[config.mk]
export PLATFORM = sky130hd
export DESIGN_NAME = pattern_scan_ctrl
export DESIGN_NICKNAME = d
export VERILOG_FILES = /design/src/rtl/pattern_scan_ctrl.sv
export SDC_FILE = /design/constraint.sdc
export NUM_CORES = 1
export LEC_CHECK = 0
export CORE_MARGIN = 10
export CORE_UTILIZATION = 40
export CTS_CLUSTER_SIZE = 14
export DETAILED_ROUTE_END_ITERATION = 10
export GPL_TIMING_DRIVEN = 0
export PLACE_DENSITY_LB_ADDON = 0.1
export SETUP_SLACK_MARGIN = 0.1
export SKIP_CTS_REPAIR_TIMING = 1
export SYNTH_ARGS = -nofsm -noshare
export SYNTH_HDL_FRONTEND = slang
export SYNTH_SLANG_ARGS = --single-unit
export TNS_END_PERCENT = 100
[constraint.sdc]
create_clock -name clk -period 2 [get_ports clk]
set_input_delay 0.6 -clock clk [delete_from_list [all_inputs] [get_ports clk]]
set_output_delay 0.6 -clock clk [all_outputs]
set_load 0.05 [all_outputs]
[src/rtl/pattern_scan_ctrl.sv]
// pattern_scan_ctrl
// Accepts a parallel word on a valid/ready input, shifts it MSB-first through
// a window matcher one bit per cycle, counts overlapping matches of a
// runtime-programmable pattern, and presents a summary (count, found flag,
// index of the bit completing the first match) on a valid/ready output.
// Cycle numbering: the accept edge is cycle 0, and SHIFT cycle k handles bit
// word[DATA_W-1-k]. A match in cycle k pulses match_pulse in cycle k+1. The
// result becomes valid one cycle after entering REPORT.

module pattern_scan_ctrl #(
    parameter int DATA_W = 16,
    parameter int PAT_W  = 8,
    parameter int CNT_W  = $clog2(DATA_W + 1),
    parameter int IDX_W  = $clog2(DATA_W)
) (
    input  logic              clk,
    input  logic              resetn,
    input  logic              cfg_we,
    input  logic [PAT_W-1:0]  cfg_pattern,
    input  logic [3:0]        cfg_len,
    input  logic              in_valid,
    output logic              in_ready,
    input  logic [DATA_W-1:0] in_data,
    input  logic              abort,
    output logic              match_pulse,
    output logic              busy,
    output logic              out_valid,
    input  logic              out_ready,
    output logic [CNT_W-1:0]  out_count,
    output logic              out_found,
    output logic [IDX_W-1:0]  out_first_idx
);

    // Width that can hold any legal pattern length 1..PAT_W.
    localparam int LEN_W = $clog2(PAT_W + 1);
    // Width used to compare "bits seen so far" (k+1, up to DATA_W) with the length.
    localparam int CMP_W = IDX_W + 1;

    localparam int                RST_LEN_I   = (PAT_W < 4) ? PAT_W : 4;
    localparam logic [PAT_W-1:0]  RST_PATTERN = PAT_W'(8'b0000_1010);
    localparam logic [LEN_W-1:0]  RST_LEN     = LEN_W'(RST_LEN_I);
    localparam logic [IDX_W-1:0]  K_LAST      = IDX_W'(DATA_W - 1);
    localparam logic [IDX_W-1:0]  K_ONE       = IDX_W'(1'b1);
    localparam logic [CNT_W-1:0]  CNT_ONE     = CNT_W'(1'b1);
    localparam logic [CMP_W-1:0]  CMP_ONE     = CMP_W'(1'b1);

    typedef enum logic [1:0] {
        ST_IDLE   = 2'd0,
        ST_SHIFT  = 2'd1,
        ST_REPORT = 2'd2
    } state_e;

    // Registered state
    state_e             state_q;
    logic [PAT_W-1:0]   pattern_q;
    logic [LEN_W-1:0]   len_q;
    logic [DATA_W-1:0]  word_q;      // remaining bits, next bit always at the MSB
    logic [PAT_W-1:0]   hist_q;      // bit 0 = most recently shifted bit
    logic [IDX_W-1:0]   k_q;
    logic [CNT_W-1:0]   count_q;
    logic [IDX_W-1:0]   first_idx_q;
    logic               found_q;
    logic               in_ready_q;
    logic               busy_q;
    logic               out_valid_q;
    logic               match_pulse_q;

    // Combinational next values
    logic [LEN_W-1:0]   cfg_len_d;
    logic               bit_d;
    logic [PAT_W-1:0]   hist_d;
    logic [PAT_W-1:0]   mask_d;
    logic [CMP_W-1:0]   seen_d;
    logic               match_d;
    logic               last_bit_d;

    // Normalise the requested pattern length into 1..PAT_W.
    always_comb begin
        cfg_len_d = LEN_W'(1'b1);
        if (cfg_len == 4'd0) begin
            cfg_len_d = LEN_W'(1'b1);
        end else if (int'(cfg_len) > PAT_W) begin
            cfg_len_d = LEN_W'(PAT_W);
        end else begin
            cfg_len_d = LEN_W'(cfg_len);
        end
    end

    // Window matcher: shift in the next bit and compare the low len bits.
    always_comb begin
        bit_d  = word_q[DATA_W-1];
        hist_d = {hist_q[PAT_W-2:0], bit_d};
        mask_d = {PAT_W{1'b0}};
        for (int i = 0; i < PAT_W; i++) begin
            mask_d[i] = (LEN_W'(i) < len_q);
        end
        // A full window exists only once at least len bits of this word were seen.
        seen_d     = {1'b0, k_q} + CMP_ONE;
        match_d    = (seen_d >= CMP_W'(len_q)) &&
                     ((hist_d & mask_d) == (pattern_q & mask_d));
        last_bit_d = (k_q == K_LAST);
    end

    // Control FSM with all datapath registers and registered outputs.
    always_ff @(posedge clk) begin
        if (!resetn) begin
            state_q       <= ST_IDLE;
            pattern_q     <= RST_PATTERN;
            len_q         <= RST_LEN;
            word_q        <= {DATA_W{1'b0}};
            hist_q        <= {PAT_W{1'b0}};
            k_q           <= {IDX_W{1'b0}};
            count_q       <= {CNT_W{1'b0}};
            first_idx_q   <= {IDX_W{1'b0}};
            found_q       <= 1'b0;
            in_ready_q    <= 1'b1;
            busy_q        <= 1'b0;
            out_valid_q   <= 1'b0;
            match_pulse_q <= 1'b0;
        end else begin
            match_pulse_q <= 1'b0;
            case (state_q)
                ST_IDLE: begin
                    // Configuration writes land at the same edge as an accept,
                    // so a word accepted together with cfg_we sees the new setup.
                    if (cfg_we) begin
                        pattern_q <= cfg_pattern;
                        len_q     <= cfg_len_d;
                    end else begin
                        pattern_q <= pattern_q;
                    end
                    if (in_valid && in_ready_q) begin
                        word_q      <= in_data;
                        hist_q      <= {PAT_W{1'b0}};
                        k_q         <= {IDX_W{1'b0}};
                        count_q     <= {CNT_W{1'b0}};
                        first_idx_q <= {IDX_W{1'b0}};
                        found_q     <= 1'b0;
                        in_ready_q  <= 1'b0;
                        busy_q      <= 1'b1;
                        state_q     <= ST_SHIFT;
                    end else begin
                        in_ready_q  <= 1'b1;
                        busy_q      <= 1'b0;
                    end
                end

                ST_SHIFT: begin
                    if (abort) begin
                        state_q    <= ST_IDLE;
                        in_ready_q <= 1'b1;
                        busy_q     <= 1'b0;
                    end else begin
                        word_q <= {word_q[DATA_W-2:0], 1'b0};
                        hist_q <= hist_d;
                        k_q    <= k_q + K_ONE;
                        if (match_d) begin
                            count_q       <= count_q + CNT_ONE;
                            found_q       <= 1'b1;
                            match_pulse_q <= 1'b1;
                            if (count_q == {CNT_W{1'b0}}) begin
                                first_idx_q <= k_q;
                            end else begin
                                first_idx_q <= first_idx_q;
                            end
                        end else begin
                            count_q <= count_q;
                        end
                        if (last_bit_d) begin
                            state_q <= ST_REPORT;
                        end else begin
                            state_q <= ST_SHIFT;
                        end
                    end
                end

                ST_REPORT: begin
                    // abort wins over a same-cycle result handshake.
                    if (abort) begin
                        state_q     <= ST_IDLE;
                        out_valid_q <= 1'b0;
                        in_ready_q  <= 1'b1;
                        busy_q      <= 1'b0;
                    end else if (out_valid_q && out_ready) begin
                        state_q     <= ST_IDLE;
                        out_valid_q <= 1'b0;
                        in_ready_q  <= 1'b1;
                        busy_q      <= 1'b0;
                    end else begin
                        out_valid_q <= 1'b1;
                    end
                end

                default: begin
                    state_q     <= ST_IDLE;
                    out_valid_q <= 1'b0;
                    in_ready_q  <= 1'b1;
                    busy_q      <= 1'b0;
                end
            endcase
        end
    end

    assign in_ready      = in_ready_q;
    assign busy          = busy_q;
    assign out_valid     = out_valid_q;
    assign match_pulse   = match_pulse_q;
    assign out_count     = count_q;
    assign out_found     = found_q;
    assign out_first_idx = first_idx_q;

endmodule

==> summary.md, run 1 <==
| Metric | Value |
|---|---|
| Worst hold stages | 2 |
| WS Path Type | flip-flop to flip-flop |
| Seq. cell area | ~1100 µm² |
| Num Clock Sinks | 55 |
| WL/cell | 14.90 µm |
| Outcome | finished with violations |
| Overall Power | between 2 and 2.5 mW |
| Xor and xnor area share after synthesis | roughly 3.6% |
| Clock share of power | between 20% and 30% |
| CTS buffer count | 5 |
| DRT Wirelength | 6602 µm |
| Mapped cell area | 2643 µm² |
| Clock Tree Buf Depth | 2 |
| Seq/Total Area, Yosys | 41.67% |
| Layout area overhead | 33.10% |
| GR Overflow Total | 0 |
| Count of flip-flops with a built-in enable after synthesis | 0 |
| Footprint of the multi-input gates | 1538 µm² |
| DR vias/cell | between 5 and 6 |
| Vias in the first global route | ~2200 |
| Gr usage total | 12.84% |
| CP Capture Type | flip-flop |
| Site Rows | 29 |
| Initial Util | 41.38% |
| Worst EP required | roughly 2.2 ns |
| Clock-pin transition on the worst setup and hold timing paths | 0.10 ns |
| Layout Utilization | 55.07% |
| Largest net degree at the start of global routing | 16 |
| Worst reg2reg setup slack | -0.07 ns |
| Failing checks | negative setup slack |
| Placed cells | 430 |
| Post-synthesis compound-gate area fraction | 20.22% |
| Most frequent cells in the layout | 63 x nand2_1, 51 x dfxtp_1, 31 x clkdlybuf4s50_1 |
| Worst vdd rail ir drop | about 0.00042 V |
| Switching pwr | 635.5 µW |
| HPWL reported at the end of detailed placement | 4762 µm |
| Comb pwr share | a little under a fifth |
| Synth top area cells | dfxtp_1 42%, nand2_1 8.9%, o211a_1 5.7% |
| Gpl congestion | 0.8067 |
| Die height | 101.3 µm |
| Port buffer count | 47 |
| Crit share post-route | 103.5% |
| Die area | 10260 µm² |
| Pleak | 1.659 nW |
| Root buf cell | clkbuf_8 |
| DRC viols | 0 |
| Min Clock Period, post-route | 2.069 ns |
| Pins Over Slew Limit | 0 |
| First-pass GRT wire length | approximately 11000 µm |
| CP arrival | 2.27 ns |
| Mapped Cells | slightly above 300 |
| Setup ws final | -0.06929 ns |
| Largest family of logic cells by synthesized area | simple AND/OR/NAND/NOR gates |
| Worst hold endpoint | word_q[0]$_SDFFE_PN0P_ |
| Final #Nets | 406 |
| Mean Syn Cell Area | 8.636 µm² |
| Yosys cell types | 49 |
| Clock skew | 0.008505 ns |
| Ys flop type | dfxtp_1 |
| Cell taking the most area after synthesis | dfxtp_1 |
| Final Hold Viols | 0 |
| Crit start category | flip-flop |
| Maxcap violations | 0 |
| Io pins | 48 |
| Unrepaired setup endpoints after global routing | true |
| Initial drt markers | 90 |
| FF+latch count, synth | 55 |
| Total via count in the routed design | approximately 2300 |
| Yosys top cell area share | 41.67% |
| Setup WS pre-CTS | -0.7029 ns |
| Reg2reg end | out_count[2]$_SDFFE_PN0P_ |
| Non-Filler Instances | around 440 |
| CTS tree | done |
| Share of layout cells above drive strength 1 | 13.66% |
| Filler Cells Inserted | roughly 620 |
| Seq pwr share | 51.7% |
| Cell internal pwr | around 1.7 mW |
| R2R cell count | 9 |
| CP max FO | 6 |
| Leading cell type in the layout, fill and taps excluded | nand2_1 |
| Pwr/cell area | ~660 nW/µm² |
| Adder-cell share of the synthesized area | 3.314% |
| Sw frac | 27.31% |
| Fraction of synthesized area in multiplexers | 0.4261% |
| Chip Width | approximately 100 µm |
| Worst Hold Slack | around 0.46 ns |
| Simple-gate portion of the synthesized area | 26.75% |
| Reg2reg start | k_q[0]$_SDFFE_PN0P_ |
| Post-DRT Antenna Nets | 0 |
| Core box area | between 6000 and 7000 µm² |
| Yosys warning total | 0 |
| Pre-Repair DR Iteration Count | 4 |
| Clk_lat worst skew | 0.31 ns |
| Hold crit path type | flip-flop to flip-flop |
| Initial antenna violation count | 0 |
| # diodes | 0 |
| Max H-tree Level | 2 |
| Slew at the pin with the worst max-slew slack | between 0.5 and 0.6 ns |
| Headroom to the max-slew limit | 65.51% |
| Finish-stage setup viols | 1 |
| Maximum clock rate | 483.3 MHz |
| Hold wc startpoint | word_q[0]$_SDFFE_PN0P_ |
| Async set-or-reset flop fraction in the synthesized netlist | 0% |
| Syn Nets | 347 |
worst max-delay path by stage:
| stage | from | endpoint | slack, ns |
|---|---|---|---|
| after floorplan | k_q[0]$_SDFFE_PN0P_ | out_count[2]$_SDFFE_PN0P_ | 0.03 |
| after global placement | abort | out_count[2]$_SDFFE_PN0P_ | -0.69 |
| after detailed placement | abort | out_count[2]$_SDFFE_PN0P_ | -0.70 |
| after CTS | abort | out_count[2]$_SDFFE_PN0P_ | -0.37 |
| after global routing | k_q[0]$_SDFFE_PN0P_ | out_count[2]$_SDFFE_PN0P_ | -0.16 |
| final | k_q[0]$_SDFFE_PN0P_ | out_count[2]$_SDFFE_PN0P_ | -0.07 |
metal layers:
| layer | vias up | wire, µm | track usage [%] |
|---|---|---|---|
| met5 | - | 0 | 0 |
| met4 | 0 | 57 | 3.859 |
| met3 | 7 | 249 | 4.084 |
| met2 | 50 | 2873 | 18.51 |
| met1 | 1083 | 3422 | 17.75 |
| li1 | 1193 | - | - |
critical path, stage by stage (launching register included):
cell	delay, ns
dfxtp_4	0.41
ha_4	0.17
xor2_2	0.19
ha_4	0.23
o21ai_2	0.12
o21ai_2	0.09
and4b_1	0.21
buf_6	0.13
and3b_1	0.15
a221o_1	0.27
sequential cells by signal (all words and copies together) (netlist names):
name / count
state_q: 2
match_pulse: 1
k_q: 4
len_q: 4
pattern_q: 8
word_q: 16
out_count: 5
in_ready: 1
busy: 1
out_valid: 1
out_first_idx: 4
out_found: 1
hist_q: 7
cells by family (layout without fill, tap and decap cells):
family                   Yosys count  count (layout)
AO/OA/AOI/OAI                     69              69
XOR/XNOR                          11              11
adder cells (fa/ha/maj)            7               7
buffers and inverters             26              86
flip-flops                        55              55
multiplexers                       1               1
AND/OR/NAND/NOR                  137             137
final cells by class:
class,count,share of cell area [%]
Tap cell,77,2.739
Clock buffer,8,2.846
Multi-Input combinational cell,225,43.72
Inverter,7,0.7471
Timing Repair Buffer,52,15.62
Sequential cell,55,31.59
Buffer,19,2.739
synth_stat cells, drive strengths merged (3+ instances only):
cell	n
a22oi	6
nand2b	5
inv	7
nor2b	9
o22ai	4
o21ai	10
a21boi	16
nand3	28
nand2	63
buf	4
nand3b	8
o211a	15
a21oi	5
clkbuf	15
and2	5
ha	7
dfxtp	55
a21o	3
nor2	5
xnor2	9
nor3	3
power groups by stage:
| stage | clock (mW) | combinational, mW | sequential [mW] |
|---|---|---|---|
| finish | 0.681 | 0.444 | 1.20 |
| global route | 0.736 | 0.494 | 1.21 |
| CTS | 0.700 | 0.409 | 1.20 |
| detailed placement | 0 | 0.407 | 1.23 |
| global placement | 0 | 0.405 | 1.23 |
| floorplan | 0 | 0.248 | 1.23 |
through the flow:
stage          setup TNS [ns]  cell area (µm²)
2_1_floorplan               0             2675
3_3_place_gp           -19.25             3242
3_5_place_dp           -19.33             3242
4_1_cts                -7.769             3342
5_1_grt               -0.3071             3517
6_report             -0.06929             3517
Note: power is estimated with default switching activity, not from simulation.
==> inputs of run 2 (changes only) <==
PLACE_DENSITY = 0.75   (was unset)
PLACE_DENSITY_LB_ADDON = unset   (was 0.1)
==> run 2 against run 1 <==
Net effect:
- the run still ends with negative setup slack left
- cell area decreased by 1.7%
- register-to-register slack about the same
- combinational power decreased by 4%
- critical endpoint unchanged
- largest cell class unchanged
==> summary.md, run 2 (synthesis gave the netlist of run 1 again) <==
| Metric | Value |
|---|---|
| Outcome | finished with violations |
| Failing checks | negative setup slack |
| Slowest cell on crit path | dfxtp_4 |
| Port buffer count | 47 (unchanged) |
| Pre-Repair DR Iteration Count | 4 (unchanged) |
| Largest net degree at the start of global routing | 16 (unchanged) |
| Crit share post-route | 103.4% (about the same) |
| CP startpoint | k_q[0]$_SDFFE_PN0P_ |
| Cell internal pwr | 1.610 mW (-4.8%) |
| DRC viols | 0 (unchanged) |
| Comb pwr share | 19.2% (about the same) |
| Gpl congestion | 0.8374 (+3.8%) |
| Initial antenna violation count | 0 (unchanged) |
| Maxcap violations | 0 (unchanged) |
| Hold crit path type | flip-flop to flip-flop |
| Layout area overhead | 30.82% |
| Die height | 101.3 µm (unchanged) |
| Setup ws final | -0.06799 ns (+0.001305 ns) |
| Min Clock Period, post-route | 2.068 ns (-0.001305 ns) |
| Maximum clock rate | 483.6 MHz (about the same) |
| Chip Width | 101.3 µm (unchanged) |
| Most frequent cells in the layout | 62 x nand2_1, 51 x dfxtp_1, 31 x clkdlybuf4s50_1 |
| Pleak | 1.660 nW (about the same) |
| Sw frac | 27.62% (+0.32 points) |
| WL/cell | 14.34 µm (-3.8%) |
| Total via count in the routed design | 2349 (+0.69%) |
| Pins Over Slew Limit | 0 (unchanged) |
| Slew at the pin with the worst max-slew slack | 0.5209 ns (+0.003459 ns) |
| Initial drt markers | 82 (-8.9%) |
| Vias in the first global route | 2213 (+0.82%) |
| Unrepaired setup endpoints after global routing | true |
| CTS tree | done |
| Io pins | 48 (unchanged) |
| Critical-path cell list | ha_4 -> xor2_2 -> ha_1 -> o21ai_2 -> o21ai_2 -> and4b_1 -> buf_6 -> and3b_1 -> a221o_1 |
| Worst EP required | 2.20 ns (about the same) |
| Gr usage total | 12.38% (-0.46 points) |
| # diodes | 0 (unchanged) |
| Filler Cells Inserted | 622 (+0.48%) |
| Post-layout instance area | 3457 µm² (-1.7%) |
| Share of layout cells above drive strength 1 | 12.47% (-1.2 points) |
| Clock skew | 0.008863 ns (+0.0003586 ns) |
| Root buf cell | clkbuf_8 |
| Crit start category | flip-flop |
| Reg2reg start | k_q[0]$_SDFFE_PN0P_ |
| Num Clock Sinks | 55 (unchanged) |
| Core box area | 6386 µm² (unchanged) |
| Clock-pin transition on the worst setup and hold timing paths | 0.10 ns (about the same) |
| DRT Wirelength | 6397 µm (-3.1%) |
| Seq pwr share | 54.1% (+2.4 points) |
| GR Overflow Total | 0 (unchanged) |
| Clock Tree Buf Depth | 2 (unchanged) |
| Finish-stage setup viols | 2 (+1) |
| Max H-tree Level | 2 (unchanged) |
| Biggest regs | word_q (16), pattern_q (8), hist_q (7) |
| HPWL reported at the end of detailed placement | 4800 µm (+0.79%) |
| Worst reg2reg setup slack | -0.07 ns (about the same) |
| CP max FO | 6 (unchanged) |
| Non-Filler Instances | 446 (+0.68%) |
| Pwr/cell area | 643.6 nW/µm² (-2.7%) |
| Worst vdd rail ir drop | 0.0003150 V (-25%) |
| First-pass GRT wire length | 10430 µm (-4.2%) |
| DR vias/cell | 5.267 (about the same) |
| DP Area | 3242 µm² (unchanged) |
| Crit-path most repeated cell | o21ai_2 |
| Placed cells | 430 (unchanged) |
| Die area | 10260 µm² (unchanged) |
| CTS buffer count | 5 (unchanged) |
| Clock share of power | 26.7% (-2.6 points) |
| CP Capture Type | flip-flop |
| WS Path Type | flip-flop to flip-flop |
| CP arrival | 2.27 ns (about the same) |
| Headroom to the max-slew limit | 65.22% (-0.29 points) |
| Clk_lat worst skew | 0.31 ns (about the same) |
| Site Rows | 29 (unchanged) |
| Final Hold Viols | 0 (unchanged) |
| Switching pwr | 614.6 µW (-3.3%) |
| Initial Util | 41.38% (unchanged) |
| Largest stage delay on the critical path | 0.39 ns (-0.02 ns) |
| Final #Nets | 409 (+0.74%) |
| Post-DRT Antenna Nets | 0 (unchanged) |
| Most flops, register | word_q |
| Max FFs per register | 16 (unchanged) |
| Hold wc startpoint | word_q[0]$_SDFFE_PN0P_ |
| Leading cell type in the layout, fill and taps excluded | nand2_1 |
[run 2: cell count changes in the layout (fill, tap and decap cells not counted), moves of 2 or more]
cell	delta
clkbuf_2	-2
clkbuf_8	-2
buf_6	-2
clkbuf_1	+2
buf_4	+6
[run 2: power groups by stage]
stage	Clock (mW)	Sequential [mW]	Combinational [mW]
3_5_place_dp	0	1.23	0.405
6_report	0.593	1.20	0.428
5_1_grt	0.652	1.21	0.471
4_1_cts	0.612	1.20	0.407
2_1_floorplan	0	1.23	0.248
3_3_place_gp	0	1.23	0.399
[run 2: worst paths after layout]
| path | end | cells past startpoint |
|---|---|---|
| setup / recovery | out_count[2]$_SDFFE_PN0P_ | 9 |
| hold / removal | word_q[0]$_SDFFE_PN0P_ | 2 |
| setup reg to reg | out_count[2]$_SDFFE_PN0P_ | 9 |
| hold reg to reg | word_q[0]$_SDFFE_PN0P_ | 2 |
[run 2: metal layers]
layer / GRT usage (%) / vias up / wire length [µm]
met1: 15.19 / 1082 / 2895
met3: 4.221 / 6 / 430
met4: 4.823 / 0 / 102
met5: 0 / - / 0
met2: 19.48 / 60 / 2968
li1: - / 1201 / -
[run 2: worst max-delay path: cells and delay by family (launching register included)]
kind / cells / cell delay, ns
flops: 1 / 0.39
simple gates: 2 / 0.37
compound gates: 3 / 0.47
xor+xnor: 1 / 0.14
buf+inv: 1 / 0.12
fa+ha+maj: 2 / 0.47
[run 2: per-stage QoR]
| stage | setup TNS [ns] | setup WS, ns | util [%] | hold WS, ns | power, mW |
|---|---|---|---|---|---|
| after floorplan | 0 | 0.02961 | - | 0.4310 | 1.480 |
| after global placement | -18.43 | -0.7095 | 50.76 | 0.4342 | 1.625 |
| after global routing | -0.5554 | -0.1836 | 54.13 | 0.4893 | 2.334 |
| after detailed placement | -17.10 | -0.6628 | 50.76 | 0.4428 | 1.634 |
| after CTS | -5.955 | -0.3350 | 52.04 | 0.4566 | 2.222 |
| final | -0.08506 | -0.06799 | 54.13 | 0.4610 | 2.225 |
[run 2: area by class of cell]
type / count / area (µm²) / area share [%]
buffer: 19 / 91.34 / 2.642
clock buffer: 7 / 76.32 / 2.208
clock inverter: 1 / 5.005 / 0.1448
inverter: 7 / 26.28 / 0.7600
multi-input combinational: 225 / 1490 / 43.11
sequential: 55 / 1109 / 32.07
tap: 77 / 96.34 / 2.787
timing repair buffer: 55 / 563.0 / 16.29
==> inputs of run 3 (changes only) <==
CTS_CLUSTER_SIZE = 16   (was 14)
==> results of run 3 <==
Final layout, timing and power as in run 2 (identical DEF).
